--- src/rtl/down_count_monitor.sv ---
// Health monitor for a down counter: checks each sampled value is one below the previous (mod 2^WIDTH),
// reporting lock, wrap and step errors plus saturating wrap/error statistics.
module down_count_monitor #(
   parameter int WIDTH     = 4,
   parameter int ERR_LIMIT = 3,
   parameter int STAT_W    = 8
) (
   input  logic              clk,
   input  logic              rst,
   input  logic [WIDTH-1:0]  cnt_in,
   input  logic              cnt_valid,
   input  logic              clr_fault,
   output logic              locked,
   output logic              fault,
   output logic              step_err,
   output logic              wrap_pulse,
   output logic [STAT_W-1:0] wrap_count,
   output logic [STAT_W-1:0] err_count
);

   typedef enum logic [1:0] {
      IDLE  = 2'd0,
      TRACK = 2'd1,
      FAULT = 2'd2
   } state_t;

   localparam logic [3:0] ERR_LIM_C = 4'(ERR_LIMIT);

   state_t              state_q, state_d;
   logic [WIDTH-1:0]    prev_q, prev_d;
   logic [3:0]          consec_q, consec_d;
   logic                locked_q, locked_d;
   logic                step_err_q, step_err_d;
   logic                wrap_pulse_q, wrap_pulse_d;
   logic [STAT_W-1:0]   wrap_count_q, wrap_count_d;
   logic [STAT_W-1:0]   err_count_q, err_count_d;
   logic [WIDTH-1:0]    exp_val;
   logic [3:0]          consec_inc;

   function automatic logic [STAT_W-1:0] sat_inc(input logic [STAT_W-1:0] v);
      return (v == {STAT_W{1'b1}}) ? v : v + 1'b1;
   endfunction

   always_comb begin
      state_d      = state_q;
      prev_d       = prev_q;
      consec_d     = consec_q;
      locked_d     = locked_q;
      step_err_d   = 1'b0;
      wrap_pulse_d = 1'b0;
      wrap_count_d = wrap_count_q;
      err_count_d  = err_count_q;
      exp_val      = prev_q - 1'b1;
      consec_inc   = consec_q + 4'd1;

      case (state_q)
         IDLE: begin
            locked_d = 1'b0;
            if (cnt_valid) begin
               // First sample after acquire only seeds prev; nothing to compare against yet.
               prev_d  = cnt_in;
               state_d = TRACK;
            end
         end
         TRACK: begin
            if (cnt_valid) begin
               prev_d = cnt_in;
               if (cnt_in == exp_val) begin
                  locked_d = 1'b1;
                  consec_d = 4'd0;
                  if (prev_q == '0) begin
                     wrap_pulse_d = 1'b1;
                     wrap_count_d = sat_inc(wrap_count_q);
                  end
               end else begin
                  step_err_d  = 1'b1;
                  err_count_d = sat_inc(err_count_q);
                  locked_d    = 1'b0;
                  consec_d    = consec_inc;
                  if (consec_inc == ERR_LIM_C) state_d = FAULT;
               end
            end else begin
               // Stall: prev is kept but the next sample is a fresh acquire.
               state_d  = IDLE;
               locked_d = 1'b0;
               consec_d = 4'd0;
            end
         end
         FAULT: begin
            locked_d = 1'b0;
            if (clr_fault) begin
               state_d  = IDLE;
               consec_d = 4'd0;
            end
         end
         default: begin
            state_d  = IDLE;
            locked_d = 1'b0;
         end
      endcase
   end

   always_ff @(posedge clk) begin
      if (rst) begin
         state_q      <= IDLE;
         prev_q       <= '0;
         consec_q     <= 4'd0;
         locked_q     <= 1'b0;
         step_err_q   <= 1'b0;
         wrap_pulse_q <= 1'b0;
         wrap_count_q <= '0;
         err_count_q  <= '0;
      end else begin
         state_q      <= state_d;
         prev_q       <= prev_d;
         consec_q     <= consec_d;
         locked_q     <= locked_d;
         step_err_q   <= step_err_d;
         wrap_pulse_q <= wrap_pulse_d;
         wrap_count_q <= wrap_count_d;
         err_count_q  <= err_count_d;
      end
   end

   assign locked     = locked_q;
   assign fault      = (state_q == FAULT);
   assign step_err   = step_err_q;
   assign wrap_pulse = wrap_pulse_q;
   assign wrap_count = wrap_count_q;
   assign err_count  = err_count_q;

endmodule

--- config.mk ---
export PLATFORM = sky130hd
export DESIGN_NAME = down_count_monitor
export DESIGN_NICKNAME = d
export VERILOG_FILES = /design/src/rtl/down_count_monitor.sv
export SDC_FILE = /design/constraint.sdc
export NUM_CORES = 1
export LEC_CHECK = 0
export BUFFER_PORTS_ARGS = -buffer_cell sky130_fd_sc_hd__buf_4
export CAP_MARGIN = 10
export CORE_UTILIZATION = 54
export DETAILED_ROUTE_END_ITERATION = 10
export PLACE_DENSITY = 0.9
export SLEW_MARGIN = 40
export SYNTH_ARGS = -nofsm -noshare
export SYNTH_HDL_FRONTEND = slang
export SYNTH_SLANG_ARGS = --single-unit
--- constraint.sdc ---
create_clock -name clk -period 2.5 [get_ports clk]
set_input_delay 0.25 -clock clk [delete_from_list [all_inputs] [get_ports clk]]
set_output_delay 0.25 -clock clk [all_outputs]
set_load 0.02 [all_outputs]
==> flow_metrics.py <==
metrics = {
    "drt": {
        "remaining_drc_errors": 0,
        "vias": 1334,
        "wl_met1_um": 1387,
        "drtIter0Drc": 26,
        "ant_nets": 0,
        "route.met3.wl_um": 153,
        "drt-pass1-iter-count": 4,
        "top_layer_used": "met4",
        "viasPerCell": 5.877,
        "dr_wl_met2_um": 1720,
        "drt-wirelength-per-cell_um": 14.52,
        "wirelength_um": 3296,
    },
    "yosys": {
        "synth_top_area_cell": "dfxtp_1",
        "syn_area_mm2": 0.001474,
        "ys_types": 47,
        "ys_seq_area_share_pct": 39.39,
        "synth_edf_count": 0,
        "synth_top_cells_by_area": "dfxtp_1, nor2_1, ha_1, a21oi_1, nand2_1",
        "synth_top_area_share_pct": 39.39,
        "syn_inst": 168,
        "synth_seq_cells": 29,
        "syn-mean-instance-area_um2": 8.773,
        "async_reset_ff_share_pct": 0,
        "ys_warn_count": 0,
        "syn_nets": 181,
        "synth_ff_type": "dfxtp_1",
    },
    "global_route": {
        "overflow": 0,
        "grt.total_usage_pct": 25.67,
        "antenna_found_initial": 0,
        "grt_max_degree": 32,
        "grt_pass1_vias": 1237,
        "grt_pass1_wl_um": 5306,
    },
    "sta": {
        "finalClockSkew_ns": 0.002642,
        "finalCritPeriodShare_pct": 92.77,
        "maxSlewHeadroom_pct": 61.28,
        "slew_violations": 0,
        "hold_violations": 0,
        "setup_viol": 0,
        "period_minus_slack_ns": 2.319,
        "max_freq_mhz": 431.2,
        "worstMarginPinSlew_ns": 0.5796,
        "fin_tns_setup_ns": 0,
        "whs_ns": 0.1772,
        "rsz0062_at_grt": "no",
    },
    "floorplanning": {
        "fp.dieW_um": 54.25,
        "core_area_mm2": 0.002522,
        "start_util_pct": 58.43,
        "dieArea_mm2": 0.002943,
        "rows": 18,
        "ios": 28,
        "die_h_um": 54.25,
    },
    "critical_path": {
        "arrival_ns": 2.57,
        "cp_max_fo": 12,
        "critPathRequiredTime_ns": 2.75,
        "crit_path_end_kind": "register",
        "crit_slowest_cell": "or4_1",
        "worstSetupPathType": "reg -> reg",
        "start_kind": "register",
        "crit_path_cell_trace": "inv_1, ha_1, or3b_1, a311oi_4, nand3_4, or4_1, a21oi_1",
        "reg2reg_depth": 7,
        "slowest_delay_ns": 0.51,
    },
    "power_and_ir_drop": {
        "power_density_mw_per_mm2": 489.3,
        "p_leak_uw": 0.0007232,
        "ir_drop_mv": 0.3422,
    },
    "placement": {
        "io_buffer_count": 27,
        "placed_cell_area_mm2": 0.001694,
        "place.gp.congestion": 0.7712,
        "dp_hpwl_um": 2439,
    },
    "layout": {
        "syn2layout_area_growth_pct": 19.95,
        "mostFrequentLayoutCells": "dfxtp_1, buf_4, nor2_1",
        "layout-drive-gt1-share_pct": 21.32,
        "fin_nets": 210,
        "diodes": 0,
        "multiInputGateArea_um2": 850.8,
        "regArea_um2": 580.6,
        "nFillCells": 208,
        "design_area_mm2": 0.001768,
    },
    "cts": {
        "clock-sinks": 29,
        "cts_tree": "yes",
        "htreeDepth": 2,
        "clkLatencyLatePin_ns": 0.32,
        "cts_buffers": 5,
        "clock_path_buffers": 2,
        "clk_pin_slew_ns": 0.08,
        "clockRootBuffer": "clkbuf_4",
        "postCtsHoldBufs": 0,
    },
    "job": {
        "drv_cap": 0,
    },
    "outcome": {
        "status": "finished clean",
    },
    "hold_path": {
        "hold_depth": 3,
        "hold_path_class": "in -> reg",
    },
}
-- path summary, 6_finish.rpt --
check | start | end | slack [ns]
worst max-delay path | prev_q[0]$_SDFFE_PP0P_ | wrap_count[7]$_SDFFE_PP0P_ | 0.18
worst min-delay path | cnt_in[3] | prev_q[3]$_SDFFE_PP0P_ | 0.18
worst max register to register | prev_q[0]$_SDFFE_PP0P_ | wrap_count[7]$_SDFFE_PP0P_ | 0.18
worst min register to register | err_count[7]$_SDFFE_PP0P_ | err_count[7]$_SDFFE_PP0P_ | 0.50
-- power by group --
part           switching (µW)  internal, µW  leakage, µW
logic                    58.8          42.1     0.000457
registers                7.94           469     0.000235
clock network             154           133    0.0000314
-- cell families (layout without fill, tap and decap cells) --
kind of cell    after synthesis  in the layout  synth area share (%)
mux                           7              7                 5.008
flops                        29             29                 39.39
fa+ha+maj                     5              5                 4.244
simple gates                 72             72                 25.98
buf+inv                      14             43                 4.160
compound gates               33             33                 15.45
xor+xnor                      8              8                 5.772
-- routing by layer --
metal	vias up	global-route usage, %
met3	5	9.167
met2	28	47.56
li1	663	-
met5	-	0
met4	0	6.838
met1	638	27.04
-- stage by stage --
| stage | cells | total power (µW) | setup slack, ns | utilization (%) |
|---|---|---|---|---|
| floorplan | 168 | 556.1 | 0.4418 | - |
| global placement | 220 | 578.9 | 0.3338 | 67.16 |
| detailed placement | 220 | 585.6 | 0.1425 | 67.16 |
| CTS | 227 | 864.8 | 0.1050 | 69.35 |
| global route | 227 | 904.7 | 0.02858 | 70.09 |
| finish | 227 | 865.1 | 0.1809 | 70.09 |
-- layout make-up --
cell class	count	area share [%]
Multi-Input combinational cell	125	48.12
Sequential cell	29	32.84
Timing Repair Buffer	29	12.31
Clock buffer	7	3.114
Tap cell	30	2.123
Inverter	7	1.486
-- synthesized netlist by cell type, types with 2 or more instances --
cell type and n:
mux2_2 2, dfxtp_1 29, buf_1 2, o41ai_1 2, xor2_1 3, inv_1 7
nor4_1 3, nand3_1 6, a21oi_1 12, mux2i_1 4, and2_1 2, or3_1 3
nor2b_1 6, ha_1 5, o31ai_1 4, clkbuf_1 3, xnor2_1 4, nand2_1 13
nor2_1 20, nand4_1 4, or4_1 3, and3_1 3, o21ai_0 3, nor3_1 2
-- critical path: cells and delay by family (launching register included) --
family	cells	cell delay, ns
flip-flops	1	0.34
adder cells (fa/ha/maj)	1	0.18
buffers and inverters	1	0.08
AND/OR/NAND/NOR	3	1.13
AO/OA/AOI/OAI	2	0.52
-- flip-flops by register name, indices dropped and copies added, names as in the netlist --
name	flops
err_count	8
wrap_count	8
consec_q	4
prev_q	4
state_q	2
locked	1
step_err	1
wrap_pulse	1
-- repair_timing --
action | 4_1_cts | 5_1_grt
setup buffers | 0 | 0
setup endpoints to repair | 0 | 2
gates resized for setup | 0 | 2
hold endpoints to repair | 0 | 0
Note: power is estimated with default switching activity, not from simulation.
